<file path="src/rtl/nn_calc_sequencer.sv">
// Neural-network layer sequencer: streams pixels and weights from RAM,
// multiply-accumulates one neuron at a time, and stores saturated results.
module nn_calc_sequencer #(
    parameter int N_PIX = 784,
    parameter int N_OUT = 10,
    parameter int SHIFT = 8
) (
    input  logic        clk,
    input  logic        n_rst,
    input  logic        start_calc,
    output logic        pixel_rd_en,
    output logic [9:0]  pixel_rd_addr,
    input  logic [15:0] pixel_rd_data,
    output logic        weight_rd_en,
    output logic [12:0] weight_rd_addr,
    input  logic [15:0] weight_rd_data,
    input  logic [3:0]  result_addr,
    output logic [16:0] result_output,
    output logic        busy,
    output logic        done_calc
);

    localparam logic [2:0] IDLE  = 3'd0;
    localparam logic [2:0] RUN   = 3'd1;
    localparam logic [2:0] DRAIN = 3'd2;
    localparam logic [2:0] STORE = 3'd3;
    localparam logic [2:0] DONE  = 3'd4;

    localparam logic [9:0]  LAST_P   = 10'(N_PIX - 1);
    localparam logic [3:0]  LAST_N   = 4'(N_OUT - 1);
    localparam logic [4:0]  N_OUT_W  = 5'(N_OUT);
    localparam logic [12:0] N_PIX_W  = 13'(N_PIX);

    logic [2:0]         state;
    logic [3:0]         n;
    logic [9:0]         p;
    logic signed [41:0] acc;
    logic               vld;
    logic               start_q;
    logic               start_armed;
    logic signed [16:0] result [16];

    logic               start_edge;
    logic signed [32:0] w_ext;
    logic signed [32:0] p_ext;
    logic signed [32:0] prod;
    logic signed [41:0] acc_next;
    logic signed [41:0] shifted;
    logic signed [16:0] sat;

    // Start is a rising edge; start_armed blocks a level held high through reset release.
    always_comb begin
        start_edge = start_calc & ~start_q & start_armed;
    end

    // Multiply-accumulate datapath and 17-bit saturation of the shifted accumulator.
    always_comb begin
        w_ext    = {{17{weight_rd_data[15]}}, weight_rd_data};
        p_ext    = {17'd0, pixel_rd_data};
        prod     = w_ext * p_ext;
        acc_next = acc + {{9{prod[32]}}, prod};
        shifted  = acc >>> SHIFT;
        if (shifted > 42'sd65535)
            sat = 17'h0FFFF;
        else if (shifted < -42'sd65536)
            sat = 17'h10000;
        else
            sat = shifted[16:0];
    end

    // Status, read strobes and addresses decoded from the current state.
    always_comb begin
        busy           = (state == RUN) || (state == DRAIN) || (state == STORE);
        done_calc      = (state == DONE);
        pixel_rd_en    = (state == RUN);
        weight_rd_en   = (state == RUN);
        pixel_rd_addr  = '0;
        weight_rd_addr = '0;
        if (state == RUN) begin
            pixel_rd_addr  = p;
            weight_rd_addr = 13'(n) * N_PIX_W + 13'(p);
        end
    end

    // Combinational result read; out-of-range selects return zero.
    always_comb begin
        if ({1'b0, result_addr} < N_OUT_W)
            result_output = result[result_addr];
        else
            result_output = '0;
    end

    // Sequencer FSM, accumulator, valid pipe and result registers.
    always_ff @(posedge clk or negedge n_rst) begin
        if (!n_rst) begin
            state       <= IDLE;
            n           <= '0;
            p           <= '0;
            acc         <= '0;
            vld         <= 1'b0;
            start_q     <= 1'b0;
            start_armed <= 1'b0;
            for (int unsigned i = 0; i < 16; i++)
                result[i] <= '0;
        end else begin
            start_q     <= start_calc;
            start_armed <= start_armed | ~start_calc;
            vld         <= (state == RUN);
            case (state)
                IDLE, DONE: begin
                    if (start_edge) begin
                        n     <= '0;
                        p     <= '0;
                        acc   <= '0;
                        state <= RUN;
                    end
                end
                RUN: begin
                    if (vld)
                        acc <= acc_next;
                    if (p == LAST_P) begin
                        p     <= '0;
                        state <= DRAIN;
                    end else begin
                        p <= p + 10'd1;
                    end
                end
                DRAIN: begin
                    if (vld)
                        acc <= acc_next;
                    state <= STORE;
                end
                STORE: begin
                    result[n] <= sat;
                    acc       <= '0;
                    n         <= n + 4'd1;
                    state     <= (n < LAST_N) ? RUN : DONE;
                end
                default: state <= IDLE;
            endcase
        end
    end

endmodule

</file>
<file path="config.mk">
export PLATFORM = sky130hd
export DESIGN_NAME = nn_calc_sequencer
export DESIGN_NICKNAME = d
export VERILOG_FILES = /design/src/rtl/nn_calc_sequencer.sv
export SDC_FILE = /design/constraint.sdc
export NUM_CORES = 1
export LEC_CHECK = 0
export CAP_MARGIN = 20
export CORE_UTILIZATION = 50
export CTS_CLUSTER_DIAMETER = 40
export CTS_CLUSTER_SIZE = 12
export DETAILED_ROUTE_END_ITERATION = 12
export GPL_TIMING_DRIVEN = 0
export PLACE_DENSITY = 0.67
export REMOVE_ABC_BUFFERS = 1
export SETUP_SLACK_MARGIN = 0.1
export SYNTH_ARGS = -nofsm -noshare
export SYNTH_HDL_FRONTEND = slang
export SYNTH_SLANG_ARGS = --single-unit
</file>
<file path="constraint.sdc">
create_clock -name clk -period 5.34 [get_ports clk]
set_input_delay 0.534 -clock clk [delete_from_list [all_inputs] [get_ports clk]]
set_output_delay 0.534 -clock clk [all_outputs]
set_load 0.02 [all_outputs]
</file>
==> results of run 1 <==
==> how the worst max path moves through the flow <==
stage               cells past startpoint                   to         startpoint  slack, ns
global placement                        1  acc[25]$_DFFE_PN0P_              n_rst      -5.95
finish                                 31  acc[41]$_DFFE_PN0P_   pixel_rd_data[6]      -2.10
global route                           31  acc[41]$_DFFE_PN0P_  weight_rd_data[5]      -2.37
detailed placement                     29  acc[41]$_DFFE_PN0P_   pixel_rd_data[5]      -4.43
CTS                                    30  acc[41]$_DFFE_PN0P_   pixel_rd_data[7]      -2.02
floorplan                              29  acc[41]$_DFFE_PN0P_   pixel_rd_data[5]      -2.51
==> area by class of cell <==
cell class | count | area share
clock inverters | 20 | 0.0103
well taps | 539 | 0.0256
repair buffers | 200 | 0.0835
inverters | 271 | 0.0390
flip-flops and latches | 232 | 0.220
clock buffers | 37 | 0.0339
multi-input cells | 1724 | 0.587
==> state kept, by name, indices dropped and copies added, names as in the netlist <==
| name | cells |
|---|---|
| result | 170 |
| vld | 1 |
| n | 4 |
| start_q | 1 |
| state | 3 |
| start_armed | 1 |
| p | 10 |
| acc | 42 |
==> cell usage in the layout (no fill, tap or decap), types with 8 or more instances in the layout <==
cell	instances
ha_1	144
o21bai_1	8
o21ai_2	10
a21o_1	36
o21ai_0	235
buf_16	14
o21a_1	10
buf_4	82
xor2_1	27
nand4_1	15
xnor2_1	31
clkdlybuf4s50_1	48
dfrtp_1	232
a22oi_1	18
mux2_2	27
mux4_2	34
and2_1	124
a21oi_2	19
fa_1	185
nor2_1	42
nor2b_1	12
nor2_2	11
buf_6	26
nor3_1	9
a21oi_1	36
and2_4	12
o21ai_1	34
inv_1	264
fa_2	11
clkbuf_16	35
and3_1	13
buf_8	15
nand2b_1	20
ha_2	11
ha_4	31
nand2_1	389
nand3_1	25
==> per-layer routing <==
layer / up-vias / track usage / wire length, µm
li1: 8033 / - / -
met1: 8791 / 0.339 / 23400
met2: 456 / 0.412 / 27000
met3: 109 / 0.0278 / 2580
met4: 0 / 0.0634 / 1310
met5: - / 0 / 0
==> Yosys cell counts, types with 3 or more instances <==
| master | number | area share |
|---|---|---|
| buf_4 | 5 | 0.0017 |
| o22ai_1 | 3 | 0.00087 |
| o31ai_1 | 4 | 0.0014 |
| xor2_1 | 29 | 0.012 |
| a311oi_1 | 3 | 0.0012 |
| nand2_1 | 393 | 0.068 |
| or4_1 | 4 | 0.0014 |
| a211oi_1 | 10 | 0.0035 |
| a31oi_1 | 8 | 0.0023 |
| a2111o_1 | 3 | 0.0016 |
| nand2b_1 | 20 | 0.0058 |
| nor2b_1 | 15 | 0.0044 |
| fa_1 | 196 | 0.18 |
| a221oi_1 | 3 | 0.0012 |
| and2_1 | 136 | 0.039 |
| a211o_1 | 4 | 0.0016 |
| ha_1 | 186 | 0.11 |
| nor2_1 | 55 | 0.0096 |
| a32o_1 | 3 | 0.0014 |
| o211ai_1 | 5 | 0.0017 |
| nand3_1 | 29 | 0.0067 |
| nand4_1 | 15 | 0.0044 |
| o21ai_0 | 277 | 0.064 |
| dfrtp_1 | 232 | 0.27 |
| nor3_1 | 11 | 0.0026 |
| a22o_1 | 6 | 0.0024 |
| mux4_2 | 34 | 0.036 |
| a21o_1 | 36 | 0.013 |
| clkbuf_1 | 108 | 0.019 |
| a22oi_1 | 18 | 0.0063 |
| buf_1 | 5 | 0.00087 |
| and3_1 | 14 | 0.0041 |
| inv_1 | 268 | 0.047 |
| or3_1 | 5 | 0.0015 |
| o21ai_1 | 3 | 0.00070 |
| a41oi_1 | 4 | 0.0016 |
| xnor2_1 | 38 | 0.015 |
| o21a_1 | 10 | 0.0035 |
| o21bai_1 | 12 | 0.0042 |
| nor4_1 | 6 | 0.0017 |
| a21oi_1 | 62 | 0.014 |
| mux2_2 | 27 | 0.014 |
==> cells by family after synthesis <==
group,share of synthesized area
xor gates and xnor gates,0.0272
AOI/OAI and AO/OA,0.140
buffers and inverters,0.0695
adders and majority gates,0.290
DFF,0.269
muxes,0.0496
and+or+nand+nor,0.154
==> per-stage QoR <==
| stage | instances | hold WS (ns) |
|---|---|---|
| final | 3023 | 0.472 |
| after global routing | 3023 | 0.496 |
| after CTS | 2986 | 0.478 |
| after detailed placement | 2865 | 0.449 |
| after global placement | 2848 | 0.449 |
| after floorplan | 2227 | 0.238 |
==> worst min-delay path: stages, from the launching register on <==
cell and delay, ns:
dfrtp_1 0.34, nand2_1 0.04, o21ai_0 0.06
==> timing repair <==
action | 4_1_cts | 5_1_grt
setup endpoints to repair | 47 | 32
hold endpoints to repair | 42 | 0
gates resized for setup | 385 | 137
gates cloned | 0 | 0
hold buffers | 1 | 0
pin swaps | 118 | 78
setup buffers | 63 | 37
==> flow_summary.toml, run 1 <==
[critical_path]
worst-path-buf-inv = 6
timing.rr.start = "acc[0]$_DFFE_PN0P_"
worstSetupPathType = "in2reg"
critical_path.reg2reg.endpoint = "acc[36]$_DFFE_PN0P_"
most_prevalent_standard_cell_on_the_critical_path = "fa_1"
timing.critical_path.from_type = "primary input"
timing.critical_path.required_ns = 5.78
cpPeakStageDelay_ns = 0.53
cp_slowest_cell = "fa_1"
r2r_cells = 12
r2r_setup_slk_ns = 2.12
critical_path.top_delay_family = "adder cells"
timing.critical_path.arrival_ns = 7.88
endpoint_kind = "flop"
critical_path.max_fanout = 8

[place]
placement.cell_area_um2 = 23000
weighted_congestion_reported_at_the_end_of_routability_driven_placement = 0.861
placement.setup.worst_slack_ns = -4.43
place_hpwl_um = 37500
place.port_buffers = 82

[clocking]
path_clk_slew_ns = 0.06
numClockSinks = 232
clock_tree.buffer_depth = 3
cts_made_buffers = 34
worst_skew_pair.late_latency_ns = 0.52
tritoncts = "done"
clock_tree.root_cell = "clkbuf_16"
cts.htree.levels = 2

[routing]
detailedRoute.firstIterationViolations = 1175
drc = 0
drt-total-wl_um = 54300
avgViaCountPerCell = 5.75
antenna_violating_nets_post_route = 0
route.vias.total = 17400
detailedRoute.firstPassIterationCount = 7
post_drt_wl_per_cell_um = 18.0

[floorplan]
initial_standard_cell_utilization_of_the_core = 0.511
num_rows = 75
boundaryPins = 83
chipWidth_um = 210
floorplan.core_area_um2 = 42200
die_height_um = 210
die_area_um2 = 44000

[timing]
timing.clock.skew_ns = 0.0260
hold_viol_final = 0
fin_crit_ns = 7.44
timing_worst_slew_pin_value_ns = 1.16
fin_ws_ns = -2.10
rsz_0062_raised_after_global_routing = "true"
clock.fmax_mhz = 134
finalCritPeriodShare = 1.39
tns_ns = -44.11
max_slew_violation_count = 0
finalSetupViolCount = 30
slew_headroom = 0.221

[min_path]
hold_critical_path_depth = 2
min_to = "result[221]$_DFFE_PN0P_"
hold_path_startpoint = "result[221]$_DFFE_PN0P_"
holdCritPathClass = "reg2reg"

[finish]
antenna_cells_inserted = 0
finalCoreUtilization = 0.624
post_route_cells_drive_above_1_share = 0.187
final_net_count = 2884
seqCellArea_um2 = 5810
fillerInstances = 3405
syn2layout_area_growth_pct = 22.2
finalInstanceArea_um2 = 26400
multiInputGateArea_um2 = 15500

[global_route]
grt_start_max_net_pins = 99
globalRouteTotalUtil = 0.245
antenna_found_initial = 0
grt_overflow_total = 0
grt_first_pass_wirelength_um = 88000
first_global_vias = 17500

[logic_synthesis]
syn-mean-instance-area_um2 = 9.18
synth-async-reset-ratio = 1.00
total_standard_cell_area_after_synthesis_um2 = 21600
netlist-cell-type-count = 77
synthesis_stage_register_bit_count = 232
ys_seq_area_frac = 0.269
ys_warn_count = 0
synthFlopType = "dfrtp_1"
synthCells = 2349
number_of_flops_mapped_to_enable_cells_by_yosys = 0

[run]
cap_violations = 0

[run_status]
run_status = "finished, violations left"
violations = "setup timing"
Power of run 1 is not shown: default switching activity piles up to over one toggle a cycle in this logic, so the estimate is an artifact.
==> run 2, diff against run 1 <==
- PLACE_DENSITY: 0.67 -> 0.7
==> flow_summary.toml, run 2 (synthesis results as in run 1) <==
[critical_path]
timing.rr.start = "acc[0]$_DFFE_PN0P_"
r2r_setup_slk_ns = 2.12
worstSetupPathType = "in2reg"
most_prevalent_standard_cell_on_the_critical_path = "fa_1"
cp_slowest_cell = "fa_1"
timing.critical_path.required_ns = 5.84
timing.critical_path.from_type = "primary input"
endpoint_kind = "flop"
cpPeakStageDelay_ns = 0.55
timing.critical_path.arrival_ns = 7.95
critical_path.reg2reg.endpoint = "acc[38]$_DFFE_PN0P_"
critical_path.top_delay_family = "adder cells"
r2r_cells = 13
critical_path.max_fanout = 5
worst-path-buf-inv = 7

[floorplan]
initial_standard_cell_utilization_of_the_core = 0.511
floorplan.core_area_um2 = 42200
die_height_um = 210
num_rows = 75
boundaryPins = 83
die_area_um2 = 44000
chipWidth_um = 210

[clocking]
worst_skew_pair.late_latency_ns = 0.57
clock_tree.root_cell = "clkbuf_16"
clock_tree.buffer_depth = 3
tritoncts = "done"
cts.htree.levels = 1
path_clk_slew_ns = 0.06
numClockSinks = 232
cts_made_buffers = 31

[timing]
slew_headroom = 0.275
finalHoldWorstSlack_ns = 0.0355
rsz_0062_raised_after_global_routing = "true"
hold_viol_final = 0
clock.fmax_mhz = 134
fin_crit_ns = 7.46
timing.clock.skew_ns = 0.0193
fin_ws_ns = -2.12
timing_worst_slew_pin_value_ns = 1.08
finalSetupViolCount = 30
finalCritPeriodShare = 1.40
max_slew_violation_count = 0

[routing]
detailedRoute.firstPassIterationCount = 5
route.vias.total = 17500
drt-total-wl_um = 54300
detailedRoute.firstIterationViolations = 1103
avgViaCountPerCell = 5.81
dr.max_layer_used = "met4"
met1_length_um = 22900
drc = 0
post_drt_wl_per_cell_um = 18.0
antenna_violating_nets_post_route = 0
met2_length_um = 28000
wl_met3_um = 2190

[finish]
leading_cell_type_in_the_layout_fill_and_taps_excluded = "nand2_1"
largest_register_ffs = 170
post_route_cells_drive_above_1_share = 0.188
layout.cells.most_common_list = "nand2_1 (385), inv_1 (260), o21ai_0 (235)"
antenna_cells_inserted = 0
final_net_count = 2878
max_flop_register = "result"
syn2layout_area_growth_pct = 21.1
largest_registers = "result: 170 flops, acc: 42 flops, p: 10 flops"

[global_route]
first_global_vias = 17600
globalRouteTotalUtil = 0.242
grt_overflow_total = 0
grt_start_max_net_pins = 127
antenna_found_initial = 0
grt_first_pass_wirelength_um = 87400

[place]
place_hpwl_um = 37300
place.port_buffers = 82
weighted_congestion_reported_at_the_end_of_routability_driven_placement = 0.860

[run_status]
run_status = "finished, violations left"
violations = "setup timing"

[min_path]
holdCritPathClass = "in2async"

[run]
cap_violations = 0
## run 2: repair_timing
action | 4_1_cts | 5_1_grt
hold buffers | 0 | 0
setup endpoints to repair | 48 | 34
gates resized for setup | 390 | 141
pin swaps | 125 | 102
setup buffers | 64 | 34
## run 2: worst max path at each step
stage	from	to	cells after the start
floorplan	pixel_rd_data[5]	acc[41]$_DFFE_PN0P_	29
global placement	n_rst	acc[28]$_DFFE_PN0P_	1
detailed placement	pixel_rd_data[5]	acc[41]$_DFFE_PN0P_	30
CTS	pixel_rd_data[7]	acc[41]$_DFFE_PN0P_	31
global route	pixel_rd_data[7]	acc[41]$_DFFE_PN0P_	31
finish	pixel_rd_data[7]	acc[41]$_DFFE_PN0P_	30
## run 2: layer usage
layer  vias to the layer above  track usage
met3                       108       0.0224
li1                       8024            -
met4                         0       0.0541
met2                       472        0.424
met1                      8924        0.326
met5                         -            0
## run 2: per-stage QoR
stage,worst slack [ns],instance area (µm²),std cells,setup TNS [ns],utilization
4_1_cts,-2.01,25200,2978,-42.95,0.597
6_report,-2.12,26100,3015,-45.60,0.618
2_1_floorplan,-2.51,21100,2227,-53.16,-
5_1_grt,-2.38,26100,3015,-52.27,0.618
3_3_place_gp,-5.98,22600,2848,-1506.01,0.535
3_5_place_dp,-4.64,23000,2866,-116.64,0.545
## run 2: layout make-up
type / instances / area, µm²
Fill cell: 3343 / 16100
Multi-Input combinational cell: 1724 / 15500
Sequential cell: 232 / 5810
Timing Repair Buffer: 197 / 2120
Inverter: 271 / 1030
Clock buffer: 37 / 828
Tap cell: 539 / 674
Clock inverter: 15 / 150
Power of run 2 is left out for the same reason.
